`config.mk`:
```
export PLATFORM = sky130hd
export DESIGN_NAME = bitonic_sort8_seq
export DESIGN_NICKNAME = d
export VERILOG_FILES = /design/src/rtl/bitonic_sort8_seq.sv
export SDC_FILE = /design/constraint.sdc
export NUM_CORES = 1
export LEC_CHECK = 0
export BUFFER_PORTS_ARGS = -buffer_cell sky130_fd_sc_hd__buf_2
export CAP_MARGIN = 25
export CORE_ASPECT_RATIO = 1.75
export CORE_MARGIN = 8
export CORE_UTILIZATION = 31
export CTS_CLUSTER_SIZE = 14
export DETAILED_ROUTE_END_ITERATION = 10
export SYNTH_ARGS = -nofsm -noshare
export SYNTH_HDL_FRONTEND = slang
export SYNTH_SLANG_ARGS = --single-unit
export TNS_END_PERCENT = 50
```
`constraint.sdc`:
```
create_clock -name clk -period 7.7 [get_ports clk]
set_input_delay 0.385 -clock clk [delete_from_list [all_inputs] [get_ports clk]]
set_output_delay 0.385 -clock clk [all_outputs]
set_load 0.01 [all_outputs]
```
`src/rtl/bitonic_sort8_seq.sv`:
```
// Sequential 8-element bitonic sorter: serial load, one network stage per cycle
// (four compare-swaps), then serial output of the sorted set.
module bitonic_sort8_seq #(
    parameter int DATA_W  = 8,
    parameter bit DESCEND = 1'b0
) (
    input  logic              clk,
    input  logic              rst_n,
    input  logic              in_valid,
    input  logic [DATA_W-1:0] in_data,
    output logic              in_ready,
    output logic              out_valid,
    output logic [DATA_W-1:0] out_data,
    input  logic              out_ready,
    output logic              busy
);

    typedef enum logic [1:0] {
        LOAD = 2'd0,
        SORT = 2'd1,
        OUT  = 2'd2
    } state_t;

    state_t            state, state_nxt;
    logic [2:0]        cnt, cnt_nxt;
    logic [2:0]        stage, stage_nxt;
    logic              load_en, sort_en;

    logic [DATA_W-1:0] data_buf [8];
    logic [DATA_W-1:0] sort_nxt [8];

    logic [3:0]        net_k;
    logic [2:0]        net_j;

    // ------------------------------------------------------------------
    // State register
    // ------------------------------------------------------------------
    always_ff @(posedge clk or negedge rst_n) begin
        if (!rst_n) begin
            state <= LOAD;
            cnt   <= 3'd0;
            stage <= 3'd0;
        end else begin
            // NOTE: registers take non-blocking assignments so every flop samples pre-edge values.
            state <= state_nxt;
            cnt   <= cnt_nxt;
            stage <= stage_nxt;
        end
    end

    // ------------------------------------------------------------------
    // Next-state and output decode
    // ------------------------------------------------------------------
    always_comb begin
        // NOTE: every signal gets a default first so no path through the case infers a latch.
        state_nxt = state;
        cnt_nxt   = cnt;
        stage_nxt = stage;
        in_ready  = 1'b0;
        out_valid = 1'b0;
        out_data  = '0;
        busy      = 1'b0;
        load_en   = 1'b0;
        sort_en   = 1'b0;

        case (state)
            LOAD: begin
                in_ready = 1'b1;
                if (in_valid) begin
                    load_en = 1'b1;
                    if (cnt == 3'd7) begin
                        cnt_nxt   = 3'd0;
                        state_nxt = SORT;
                    end else begin
                        cnt_nxt = cnt + 3'd1;
                    end
                end
            end

            SORT: begin
                busy    = 1'b1;
                sort_en = 1'b1;
                if (stage == 3'd5) begin
                    stage_nxt = 3'd0;
                    state_nxt = OUT;
                end else begin
                    stage_nxt = stage + 3'd1;
                end
            end

            OUT: begin
                busy      = 1'b1;
                out_valid = 1'b1;
                out_data  = data_buf[cnt];
                if (out_ready) begin
                    if (cnt == 3'd7) begin
                        cnt_nxt   = 3'd0;
                        state_nxt = LOAD;
                    end else begin
                        cnt_nxt = cnt + 3'd1;
                    end
                end
            end

            default: begin
                state_nxt = LOAD;
                cnt_nxt   = 3'd0;
                stage_nxt = 3'd0;
            end
        endcase
    end

    // ------------------------------------------------------------------
    // Bitonic network: (k, j) schedule for the current stage
    // ------------------------------------------------------------------
    always_comb begin
        net_k = 4'd2;
        net_j = 3'd1;
        case (stage)
            3'd0: begin net_k = 4'd2; net_j = 3'd1; end
            3'd1: begin net_k = 4'd4; net_j = 3'd2; end
            3'd2: begin net_k = 4'd4; net_j = 3'd1; end
            3'd3: begin net_k = 4'd8; net_j = 3'd4; end
            3'd4: begin net_k = 4'd8; net_j = 3'd2; end
            3'd5: begin net_k = 4'd8; net_j = 3'd1; end
            default: begin net_k = 4'd2; net_j = 3'd1; end
        endcase
    end

    // Pairs within one stage are disjoint, so each swap reads only pre-edge values.
    always_comb begin : compare_swap
        logic [2:0]        ii;
        logic [2:0]        pp;
        logic              asc;
        logic [DATA_W-1:0] a;
        logic [DATA_W-1:0] b;
        logic [DATA_W-1:0] lo;
        logic [DATA_W-1:0] hi;

        sort_nxt = data_buf;
        ii  = 3'd0;
        pp  = 3'd0;
        asc = 1'b0;
        a   = '0;
        b   = '0;
        lo  = '0;
        hi  = '0;
        for (int i = 0; i < 8; i++) begin
            ii = 3'(i);
            pp = ii ^ net_j;
            if (pp > ii) begin
                asc = (({1'b0, ii} & net_k) == 4'd0) ^ DESCEND;
                a   = data_buf[ii];
                b   = data_buf[pp];
                lo  = (a < b) ? a : b;
                hi  = (a < b) ? b : a;
                sort_nxt[ii] = asc ? lo : hi;
                sort_nxt[pp] = asc ? hi : lo;
            end
        end
    end

    // ------------------------------------------------------------------
    // Element storage
    // ------------------------------------------------------------------
    always_ff @(posedge clk or negedge rst_n) begin
        if (!rst_n) begin
            // NOTE: the buffer is reset so an aborted pass can never leak old data.
            for (int i = 0; i < 8; i++) begin
                data_buf[i] <= '0;
            end
        end else if (load_en) begin
            data_buf[cnt] <= in_data;
        end else if (sort_en) begin
            data_buf <= sort_nxt;
        end
    end

endmodule

```
* Word-level counts from Yosys, hierarchy flattened
Index checks and enable logic that the tools add are counted.
Widths: inputs -> output; s select.
** Word-level totals
- Input port bits :: 12
- Bits in registers :: 72
- Word-level logic and storage cells :: 217
- Output and inout port bits :: 11
** Operators by class
- Add/sub/neg operators :: 2
- Multiplexer cells :: 115
- Equal/unequal tests :: 13
- Order comparisons :: 34
- Reduce and logical (&&, ||, !) cells :: 25
- Bitwise operators :: 17
** Operator list (number)
- $mux 64 :: 10
- $bwmux 64 :: 9
- $mux 8 :: 58
- $bmux 8 s3 :: 9
- $demux 8 s3 :: 9
- $lt 8x8->1 :: 8
- $ge 4x4->1 const B :: 9
- $lt 4x1->1 const B :: 9
- $not 3->4 :: 9
- $logic_not 4->1 :: 7
- $pmux 3 s2 :: 3
- $gt 3x3->1 const B :: 4
- $mux 3 :: 4
- $mux 2 :: 5
- $ne 2x2->1 const B :: 5
- $eq 3x3->1 const B :: 3
- $logic_and 1x1->1 :: 9
- $pmux 3 s3 :: 1
- $reduce_or 2->1 :: 4
- $add 3x1->3 const B :: 2
- $eq 3x2->1 const B :: 2
- $gt 3x1->1 const B :: 2
- $gt 3x2->1 const B :: 2
- $mux 1 :: 6
- 12 further kinds :: 17

* Logic depth before layout (Yosys ltp)
Gate-level depths: netlist of run 1.
- Depth after elaboration :: 27
- Depth in mapped cells :: 21
- Gate-level depth less buffers :: 16

* Worst setup path after synthesis of run 1
OpenSTA, ideal clock, no wires.
- Path type :: reg2reg
- From :: register stage[2]
- To :: register data_buf[39] (netlist bit)
- Arrival time :: 4571 ps
- Period minus slack after synthesis :: 4704 ps
- Cell stages (with the launch flop) :: 22
- Setup time :: 133 ps
- Path buffers :: 7
- Path slack :: 2996 ps
- Required time :: 7567 ps
- Path through :: dfrtp_1 buf_4 xnor2_2 nor2_4 buf_2 buf_2 buf_2 buf_1 clkbuf_1 nand2_1 a21oi_1 a21oi_1 ha_1 o21ai_0 o21bai_1 nor3_1 a211o_4 a31oi_2 buf_6 mux2_4 a221oi_2 o41ai_1
** Between the ends
- Word-level cells in the longest chain between the ends :: 26
- Elaborated cells on any way between the ends :: 152
- Classes of those cells :: order compare: 32; eq/ne: 5; mux: 83; bitwise: 15; reduce/logical: 17
** Ends and longest elaborated chain
- start: declaration :: line 26 : logic [2:0] stage, stage_nxt;
- start signal: assignment :: line 47 : stage <= stage_nxt;
- $eq 3x3->1 or $eq 3x1->1 (tied branches) :: line 119 : case (stage)
- $reduce_or 2->1 (no line)
- $pmux 3 s2 :: line 119
- $not 3->4 or $not 1->1 (tied branches)
- $bmux 8 s3 or $not 3->4 (tied branches) :: line 154, 158
- $mux 8 (not written as such) or $bmux 8 s3 (tied branches) :: line 154 : b = data_buf[pp];
- $mux 8 (not written as such) :: line 154
- $lt 8x8->1 or $mux 8 (tied branches) :: line 156, 154
- (+10 left out)
- $bwmux 64 :: line 158 : sort_nxt[pp] = asc ? hi : lo;
- $mux 64 :: line 151 : if (pp > ii) begin
- $bwmux 64 :: line 158
- $mux 64 :: line 151
- $bwmux 64 :: line 158
- $mux 64 (*) :: line 151
- $mux 64 (*) :: line 174 : end else if (sort_en) begin
- $mux 64 (*) :: line 172 : end else if (load_en) begin
- end signal: indexed assignment :: line 173 : data_buf[cnt] <= in_data;
- end signal: assignment :: line 175 : data_buf <= sort_nxt;
- end: declaration :: line 29 : logic [DATA_W-1:0] data_buf [8];
Every way passes the cells marked *; elsewhere a longest branch is shown, timed or not. The select of a mux whose other input is x is not followed.
A chain may end at the register's enable or synchronous reset.

* Final worst setup path of run 1
- From :: register stage[1]
- To :: register data_buf[23] (netlist bit)
** Between the ends
- Word-level cells in the longest chain between the ends :: 26
- Elaborated cells on any way between the ends :: 152
- Classes of those cells :: order compare: 32; eq/ne: 5; mux: 83; bitwise: 15; reduce/logical: 17
** Ends and longest elaborated chain (line)
- $eq 3x3->1 or $eq 3x1->1 (tied branches) :: 119
- $reduce_or 2->1 (no line)
- $pmux 3 s2 :: 119
- $not 3->4 or $not 1->1 (tied branches)
- $bmux 8 s3 or $not 3->4 (tied branches) :: 154, 158
- $mux 8 (not written as such) or $bmux 8 s3 (tied branches) :: 154
- $mux 8 (not written as such) :: 154
- $lt 8x8->1 or $mux 8 (tied branches) :: 156, 154
- (+9 left out)
- $bwmux 64 :: 158
- $mux 64 (2 in series) :: 151
- $bwmux 64 :: 158
- $mux 64 :: 151
- $bwmux 64 :: 158
- $mux 64 (*) :: 151
- $mux 64 (*) :: 174
- $mux 64 (*) :: 172
Marked as above.

==> out/metrics.cfg, run 1 <==
[cells_and_area]
final_cell_count_no_fill = 1601
drive_above_1_share = 0.163
final_core_utilization = 0.339
nFillCells = 3365
register_area_um2 = 1800
area_delta_synth_final_pct = 8.64
layout.nets = 1263
multi_input_area_um2 = 7490

[sta]
setup_violations = 0
slew_viol_final = 0
skew_ns = 0.00725
rsz0062_at_grt = no
layout_min_cycle_time_ns = 5.64
min_period_over_period = 0.732
hold_viol_final = 0
worst_pin_slew_ns = 1.14
fin_ws_ns = 2.06
slew-limit-headroom = 0.241
fmax_ghz = 0.177
tns_ns = 0

[clock_tree]
postCtsHoldBufs = 1
cts_buffers = 9
cts_setup_buffers = 0
clk_path_buf_depth = 2
clk_latency_ns = 0.37
path_clk_slew_ns = 0.07
ctsHtreeMaxLevel = 3
cts-root-buf = clkbuf_16
post_cts_resized = 0
tritoncts = yes
cts_num_sinks = 72

[logic_synthesis]
yosysTopAreaCellShare = 0.181
syn_area_um2 = 9950
synth_edf_count = 0
synthCells = 1225
synth_top_area_cell = dfrtp_1
ys_warn_count = 0
avgSynthCellArea_um2 = 8.12
synth_ff_type = dfrtp_1
ys_top_cells_by_area = dfrtp_1, mux4_2, ha_1
synth_seq_area_share = 0.181
ys_types = 83
synth.net_count = 1293
synth-async-reset-ratio = 1.00
yosys_register_bits = 72

[routing]
vias = 11000
firstDrtPassIters = 7
drt_iter0_markers = 1378
drt-total-wl_um = 52200
drc = 0
ant_nets = 0
wl_per_cell_um = 32.6
via_per_inst = 6.87

[place]
dp.cells = 1582
place.port_buffers = 22
dp_hpwl_um = 36900
place_ws_ns = 2.29
place.gp.congestion = 1.06

[global_route]
antenna_found_initial = 2
grt_pass1_vias = 10800
grt_usage = 0.276
grt_pass1_wl_um = 75500
grt_max_degree = 80
grt_overflow = 0

[worst_setup_path]
r2r_setup_slack_ns = 2.06
cp_num_buf_inv = 3
crit_fanout = 22
r2r_cells = 15
cp_slowest_stage_delay_ns = 0.88
slowest_stage = nor3_4
path_cells = and2_1 > ha_2 > inv_2 > buf_4 > mux4_2 > inv_1 > ha_1 > o21ai_0 > o21bai_1 > nor2_1 > a22o_1 > nor3_4 > nand2b_1 > mux2_2 > o21ai_0
worst_ep_arrival_time_ns = 5.91
cp-start-kind = flip-flop
crit_top_cell = o21ai_0
r2r-start = stage[1]$_DFFE_PN0N_
cp.required_ns = 7.97
setup.worst_path.end_class = flip-flop
r2r_end = data_buf[23]$_DFFE_PN0P_
critPathKind = flip-flop to flip-flop
worst_path_dominant_cell_family = simple AND/OR/NAND/NOR gates

[die]
start_util = 0.312
dieArea_um2 = 38300
core-area_um2 = 31900
dieHeight_um = 253
row_count = 87
die_w_um = 151
io-pin-count = 23

[hold_path]
worstHoldPathType = input pin to async pin

[run]
max-cap-violations = 0

[outcome]
status = finished, final reports clean

## through the flow
step                      area [µm²]  hold WS (ns)
after floorplan                 9950        0.0894
after global placement         10400         0.273
after detailed placement       10500         0.274
after CTS                      10800         0.404
after global routing           10800         0.440
final                          10800         0.423
## logic make-up (layout without fill, tap and decap cells)
group | Yosys count | in the layout | synth area share
AO/OA/AOI/OAI | 423 | 423 | 0.287
AND/OR/NAND/NOR | 341 | 341 | 0.151
buffers and inverters | 169 | 144 | 0.0702
multiplexers | 161 | 161 | 0.235
flip-flops | 72 | 72 | 0.181
adder cells (fa/ha/maj) | 56 | 56 | 0.0704
XOR/XNOR | 3 | 3 | 0.00528
other | 0 | 1 | 0
## state kept, by name, summed over array words and instances, names as in the netlist
signal	flops
cnt	3
stage	3
data_buf	64
state	2
## metal layers
metal  GRT usage  share of wire  wire length [µm]  vias up
met1       0.294           0.33             17100     5346
met2       0.455           0.49             25300      782
met4       0.231          0.095              4960        2
li1            -              -                 -     4605
met5           0        0.00025                13        -
met3      0.0608          0.091              4770      258
## layout by cell type (no fill, tap or decap), types with 16 or more instances in the layout
cell type,n
a21oi_1,91
a221oi_1,24
a22oi_1,24
buf_2,21
buf_4,33
dfrtp_1,72
ha_1,55
inv_1,66
mux2_2,37
mux2i_1,69
mux4_2,54
nand2_1,116
nand3_1,20
nor2_1,119
nor3_1,31
o21a_1,17
o21ai_0,109
o221ai_1,16
## area by class of cell
| class | count | area share |
|---|---|---|
| multi-input cells | 984 | 0.693 |
| inverters | 68 | 0.0236 |
| repair buffers | 60 | 0.0399 |
| clock buffers | 12 | 0.0228 |
| clock inverters | 4 | 0.00718 |
| well taps | 400 | 0.0463 |
| flip-flops and latches | 72 | 0.167 |
| diodes | 1 | 0.000231 |
## worst register-to-register path, delay by kind of cell, from the launching register on
kind,cells,cell delay [ns]
fa+ha+maj,2,0.48
simple gates,4,1.80
mux,2,0.75
buf+inv,3,0.88
flops,1,0.52
compound gates,4,1.14
## worst max-delay path by stage
stage | cells past startpoint | startpoint | slack, ns | endpoint
global placement | 15 | stage[1]$_DFFE_PN0N_ | 2.38 | data_buf[23]$_DFFE_PN0P_
floorplan | 21 | stage[2]$_DFFE_PN0N_ | 3.00 | data_buf[39]$_DFFE_PN0P_
global route | 15 | stage[2]$_DFFE_PN0N_ | 1.92 | data_buf[23]$_DFFE_PN0P_
finish | 15 | stage[1]$_DFFE_PN0N_ | 2.06 | data_buf[23]$_DFFE_PN0P_
CTS | 15 | stage[1]$_DFFE_PN0N_ | 2.28 | data_buf[23]$_DFFE_PN0P_
detailed placement | 15 | stage[1]$_DFFE_PN0N_ | 2.29 | data_buf[23]$_DFFE_PN0P_
## synthesized netlist by cell type, drive strengths merged, types with 4 or more instances
cell type  number
a21o            7
and2            6
nand2         117
o311ai          6
a22oi          24
o211ai          8
o21bai          4
nand3b          5
o21a           17
nor3           34
clkbuf         62
or3             8
a2111oi         5
a2bb2oi         7
a31oi          11
nor2b           5
mux4           54
o22ai          12
o31a            7
mux2           38
nor2          123
nor4            4
ha             56
inv            67
a211oi         12
o21ai         114
nand3          20
o221ai         16
a21oi          91
a221oi         25
mux2i          69
nand4           4
a22o            7
or2             4
a211o           8
buf            39
o31ai           6
dfrtp          72
a221o           4
Power of run 1 is left out: the tool's default activity adds up to more than one toggle a clock period on the data nets, which glitch-free logic cannot reach.
==> run 2: changes to the inputs <==
clock period = 5.8 ns   (was 7.7 ns; I/O delays follow)
==> run 2 against run 1 <==
Routed wire length decreased by 1.4%. Global-route usage decreased by 0.71 points. Largest cell class unchanged. Sequential share of layout area about the same.
==> out/metrics.cfg, run 2 (synthesis results as in run 1) <==
[sta]
slew-limit-headroom = 0.234  ; was 0.241
layout_min_cycle_time_ns = 5.37  ; was 5.64 ns
setup_violations = 0  ; unchanged
fmax_ghz = 0.186  ; was 0.177 GHz
min_period_over_period = 0.925  ; was 0.732
tns_ns = 0  ; unchanged
worst_pin_slew_ns = 1.14  ; about the same
hold_viol_final = 0  ; unchanged
skew_ns = 0.00886  ; was 0.00725 ns
slew_viol_final = 0  ; unchanged
fin_ws_ns = 0.434  ; was 2.06 ns
rsz0062_at_grt = no  ; unchanged

[worst_setup_path]
path_cells = xnor2_2 > nor2_4 > buf_12 > nand2_1 > a21boi_0 > o21ai_0 > inv_1 > ha_1 > o21ai_0 > a21oi_1 > nor2_1 > a211o_4 > a31oi_2 > buf_4 > mux2_2 > o21ai_0 > a31oi_1  ; was and2_1 > ha_2 > inv_2 > buf_4 > mux4_2 > inv_1 > ha_1 > o21ai_0 > o21bai_1 > nor2_1 > a22o_1 > nor3_4 > nand2b_1 > mux2_2 > o21ai_0
slowest_stage = a31oi_2  ; was nor3_4
cp-start-kind = flip-flop  ; unchanged
cp_slowest_stage_delay_ns = 0.76  ; was 0.88 ns
crit_fanout = 17  ; was 22
setup.worst_path.end_class = flip-flop  ; unchanged
critPathKind = flip-flop to flip-flop  ; unchanged
worst_path_dominant_cell_family = compound AO/OA/AOI/OAI gates  ; was simple AND/OR/NAND/NOR gates
crit_top_cell = o21ai_0  ; unchanged
r2r_setup_slack_ns = 0.43  ; was 2.06 ns
worst_ep_arrival_time_ns = 5.61  ; was 5.91 ns
cp_num_buf_inv = 3  ; unchanged
cp.required_ns = 6.05  ; was 7.97 ns

[global_route]
grt_overflow = 0  ; unchanged
grt_pass1_vias = 10700  ; was 10800
grt_max_degree = 68  ; was 80
antenna_found_initial = 0  ; was 2
grt_pass1_wl_um = 74100  ; was 75500 µm
grt_usage = 0.269  ; was 0.276

[routing]
drc = 0  ; unchanged
drt_iter0_markers = 1398  ; was 1378
drt-total-wl_um = 51400  ; was 52200 µm
ant_nets = 0  ; unchanged
via_per_inst = 6.83  ; was 6.87
wl_per_cell_um = 32.1  ; was 32.6 µm
firstDrtPassIters = 6  ; was 7
vias = 11000  ; about the same

[clock_tree]
cts_num_sinks = 72  ; unchanged
tritoncts = yes  ; unchanged
cts_buffers = 9  ; unchanged
cts-root-buf = clkbuf_16  ; unchanged
path_clk_slew_ns = 0.07  ; about the same
post_cts_resized = 0  ; unchanged
ctsHtreeMaxLevel = 3  ; unchanged
clk_path_buf_depth = 2  ; unchanged
clk_latency_ns = 0.38  ; was 0.37 ns

[cells_and_area]
final_common_cell = nor2_1  ; unchanged
nFillCells = 3364  ; was 3365
area_delta_synth_final_pct = 8.95  ; was 8.64%
largest_reg_flops = 64  ; unchanged
final_cell_mix = nor2_1, nand2_1, o21ai_0, a21oi_1, dfrtp_1  ; unchanged
final_core_utilization = 0.340  ; was 0.339
regMostFlops = data_buf  ; unchanged
layout.nets = 1267  ; was 1263
reg.largest.list = data_buf x64, cnt x3, stage x3  ; unchanged
final_cell_count_no_fill = 1605  ; was 1601
drive_above_1_share = 0.167  ; was 0.163

[die]
io-pin-count = 23  ; unchanged
start_util = 0.312  ; unchanged
die_w_um = 151  ; unchanged
dieArea_um2 = 38300  ; unchanged
row_count = 87  ; unchanged
core-area_um2 = 31900  ; unchanged
dieHeight_um = 253  ; unchanged

[run]
max-cap-violations = 0  ; unchanged

[place]
dp.cells = 1587  ; was 1582
dp_hpwl_um = 36600  ; was 36900 µm
place.gp.congestion = 1.02  ; was 1.06
place_ws_ns = 0.633  ; was 2.29 ns
place.port_buffers = 22  ; unchanged

[outcome]
status = finished, final reports clean  ; unchanged

[hold_path]
worstHoldPathType = input pin to flip-flop  ; was input pin to async pin

[run 2: cell types whose count changed in the layout (fill, tap and decap cells not counted), sizes merged]
cell      previous run  this run
clkbuf              12        10
clkinvlp             0         1
clkinv               3         2
inv                 67        70
bufinv               2         1
buf                 59        63
[run 2: per-stage QoR]
stage,area (µm²),hold slack (ns)
after floorplan,9950,-0.00559
after global placement,10500,0.514
after detailed placement,10500,0.238
after CTS,10800,0.321
after global routing,10800,0.346
final,10800,0.345
[run 2: path summary, 6_finish.rpt]
path | from | endpoint | cells past startpoint
max | stage[0]$_DFFE_PN0N_ | data_buf[32]$_DFFE_PN0P_ | 17
min | in_data[5] | data_buf[45]$_DFFE_PN0P_ | 3
max reg2reg | stage[0]$_DFFE_PN0N_ | data_buf[32]$_DFFE_PN0P_ | 17
min reg2reg | state[1]$_DFFE_PN0P_ | state[1]$_DFFE_PN0P_ | 1
max in group asynchronous | rst_n | data_buf[5]$_DFFE_PN0P_ | 3
min in group asynchronous | rst_n | data_buf[0]$_DFFE_PN0P_ | 2
[run 2: metal layers]
metal  track usage  vias to the layer above  share of wire
met5             0                        -              0
met4         0.233                        0           0.10
met3        0.0510                      270          0.091
met2         0.441                      813           0.48
met1         0.290                     5282           0.33
li1              -                     4603              -
[run 2: layout make-up]
class	count	area, µm²	share of cell area
repair buffers	64	488	0.0450
flip-flops and latches	72	1800	0.166
clock buffers	10	239	0.0220
well taps	400	500	0.0462
clock inverters	6	75.1	0.00692
inverters	68	255	0.0235
multi-input cells	984	7480	0.690
diodes	1	2.50	0.000231
[run 2: worst reg2reg max path, stage by stage (launching register included)]
cell and delay [ns]:
dfrtp_1 0.49, xnor2_2 0.22, nor2_4 0.51, buf_12 0.25, nand2_1 0.07, a21boi_0 0.13
o21ai_0 0.43, inv_1 0.30, ha_1 0.35, o21ai_0 0.12, a21oi_1 0.21, nor2_1 0.11
a211o_4 0.35, a31oi_2 0.76, buf_4 0.29, mux2_2 0.33, o21ai_0 0.21, a31oi_1 0.09
[run 2: what timing repair did]
action / CTS / global route
hold endpoints to repair: 20 / 0
hold buffers: 1 / 0
setup buffers: 0 / 0
Power of run 2 is left out for the same reason.
==> run 3: changes to the inputs <==
PLACE_DENSITY_LB_ADDON = 0.1   (was unset)
SLEW_MARGIN = 40   (was unset)
==> run 3 against run 2 <==
Final area grew 1.6%. Die area is the same. Via count is essentially flat. Global-route usage grew 1.9 points. Maximum frequency grew 0.75%. Clock-buffer cell count grew 1. Core utilization grew 0.55 points. Flip-flop and latch count is the same. Sequential share of layout area shrank 0.26 points. Non-clock buffer count grew 19. First-iteration DRC count grew 12%.
==> out/metrics.cfg, run 3 (synthesis results as in run 1) <==
[cells_and_area]
final_common_cell = nand2_1  ; was nor2_1
regMostFlops = data_buf  ; unchanged
largest_reg_flops = 64  ; unchanged
layout.nets = 1286  ; was 1267
final_core_utilization = 0.345  ; was 0.340
antenna_cells = 0  ; was 1
final_cell_mix = nand2_1, nor2_1, o21ai_0, a21oi_1, dfrtp_1  ; was nor2_1, nand2_1, o21ai_0, a21oi_1, dfrtp_1
drive_above_1_share = 0.185  ; was 0.167
reg.largest.list = data_buf x64, cnt x3, stage x3  ; unchanged
area_delta_synth_final_pct = 10.7  ; was 8.95%
nFillCells = 3344  ; was 3364

[clock_tree]
cts_setup_buffers = 0  ; unchanged
ctsHtreeMaxLevel = 3  ; unchanged
clk_path_buf_depth = 2  ; unchanged
cts-root-buf = clkbuf_16  ; unchanged
tritoncts = yes  ; unchanged
postCtsHoldBufs = 1  ; unchanged
cts_buffers = 9  ; unchanged
cts_num_sinks = 72  ; unchanged
post_cts_resized = 0  ; unchanged
path_clk_slew_ns = 0.07  ; about the same
clk_latency_ns = 0.38  ; about the same

[sta]
worst_pin_slew_ns = 0.888  ; was 1.14 ns
slew_viol_final = 0  ; unchanged
rsz0062_at_grt = no  ; unchanged
min_period_over_period = 0.918  ; was 0.925
skew_ns = 0.00946  ; was 0.00886 ns
slew-limit-headroom = 0.406  ; was 0.234
fmax_ghz = 0.188  ; was 0.186 GHz
hold_viol_final = 0  ; unchanged
layout_min_cycle_time_ns = 5.33  ; was 5.37 ns
whs_ns = 0.331  ; was 0.345 ns
setup_violations = 0  ; unchanged
tns_ns = 0  ; unchanged

[worst_setup_path]
startpoint = stage[1]$_DFFE_PN0N_  ; was stage[0]$_DFFE_PN0N_
r2r_end = data_buf[34]$_DFFE_PN0P_  ; was data_buf[32]$_DFFE_PN0P_
critPathKind = flip-flop to flip-flop  ; unchanged
crit_end = data_buf[34]$_DFFE_PN0P_  ; was data_buf[32]$_DFFE_PN0P_
crit_fanout = 30  ; was 17
worst_ep_arrival_time_ns = 5.60  ; was 5.61 ns
setup.worst_path.end_class = flip-flop  ; unchanged
cp-start-kind = flip-flop  ; unchanged
cp.required_ns = 6.07  ; was 6.05 ns
r2r_setup_slack_ns = 0.47  ; was 0.43 ns
r2r_cells = 15  ; was 17
r2r-start = stage[1]$_DFFE_PN0N_  ; was stage[0]$_DFFE_PN0N_

[routing]
drt_iter0_markers = 1564  ; was 1398
drt-total-wl_um = 54600  ; was 51400 µm
ant_nets = 0  ; unchanged
wl_per_cell_um = 33.7  ; was 32.1 µm
drc = 0  ; unchanged
via_per_inst = 6.75  ; was 6.83
firstDrtPassIters = 8  ; was 6
vias = 11000  ; about the same

[die]
start_util = 0.312  ; unchanged
row_count = 87  ; unchanged
die_w_um = 151  ; unchanged
io-pin-count = 23  ; unchanged
core-area_um2 = 31900  ; unchanged
dieArea_um2 = 38300  ; unchanged
dieHeight_um = 253  ; unchanged

[global_route]
grt_usage = 0.288  ; was 0.269
grt_max_degree = 45  ; was 68
grt_overflow = 0  ; unchanged
antenna_found_initial = 0  ; unchanged
grt_pass1_vias = 10900  ; was 10700
grt_pass1_wl_um = 78100  ; was 74100 µm

[run]
max-cap-violations = 0  ; unchanged

[place]
place.gp.congestion = 0.949  ; was 1.02
place.port_buffers = 22  ; unchanged
dp_hpwl_um = 39900  ; was 36600 µm

[hold_path]
worstHoldPathType = input pin to flip-flop  ; unchanged

[outcome]
status = finished, final reports clean  ; unchanged

## run 3: worst min path at each step
| stage | end | start | slack (ns) | cells past startpoint |
|---|---|---|---|---|
| after floorplan | cnt[0]$_DFFE_PN0P_ | rst_n | -0.006 | 0 |
| after global placement | data_buf[32]$_DFFE_PN0P_ | rst_n | 0.26 | 1 |
| after detailed placement | data_buf[35]$_DFFE_PN0P_ | rst_n | 0.27 | 1 |
| after CTS | data_buf[44]$_DFFE_PN0P_ | in_data[4] | 0.31 | 3 |
| after global routing | data_buf[22]$_DFFE_PN0P_ | in_data[6] | 0.33 | 3 |
| final | data_buf[22]$_DFFE_PN0P_ | in_data[6] | 0.33 | 3 |
## run 3: critical path, stage by stage, from the launching register on
cell	delay, ns
dfrtp_1	0.58
and2_1	0.23
ha_2	0.42
buf_12	0.26
mux2i_1	0.09
o21ai_0	0.65
a21oi_1	0.19
ha_1	0.33
a211o_1	0.28
nor3_1	0.35
a2111oi_2	0.16
a31oi_2	0.56
buf_4	0.31
mux2i_1	0.40
o221ai_1	0.15
a31o_2	0.25
## run 3: through the flow
step	std cells	area (µm²)	worst slack, ns
global route	1623	11000	0.282
CTS	1622	11000	0.469
floorplan	1225	9950	1.10
finish	1623	11000	0.474
detailed placement	1605	10600	0.489
global placement	1605	10600	0.531
## run 3: layout make-up
class / count / area, µm² / share of cell area
clock inverters: 5 / 104 / 0.00943
repair buffers: 83 / 606 / 0.0550
multi-input cells: 984 / 7510 / 0.681
flip-flops and latches: 72 / 1800 / 0.164
clock buffers: 11 / 243 / 0.0220
inverters: 68 / 255 / 0.0232
well taps: 400 / 500 / 0.0454
## run 3: layer usage
layer / up-vias / track usage / routed length (µm)
met5: - / 0 / 0
met4: 0 / 0.236 / 5090
met3: 222 / 0.0513 / 4010
met2: 681 / 0.474 / 26500
met1: 5418 / 0.318 / 19000
li1: 4638 / - / -
Power of run 3 is left out for the same reason.
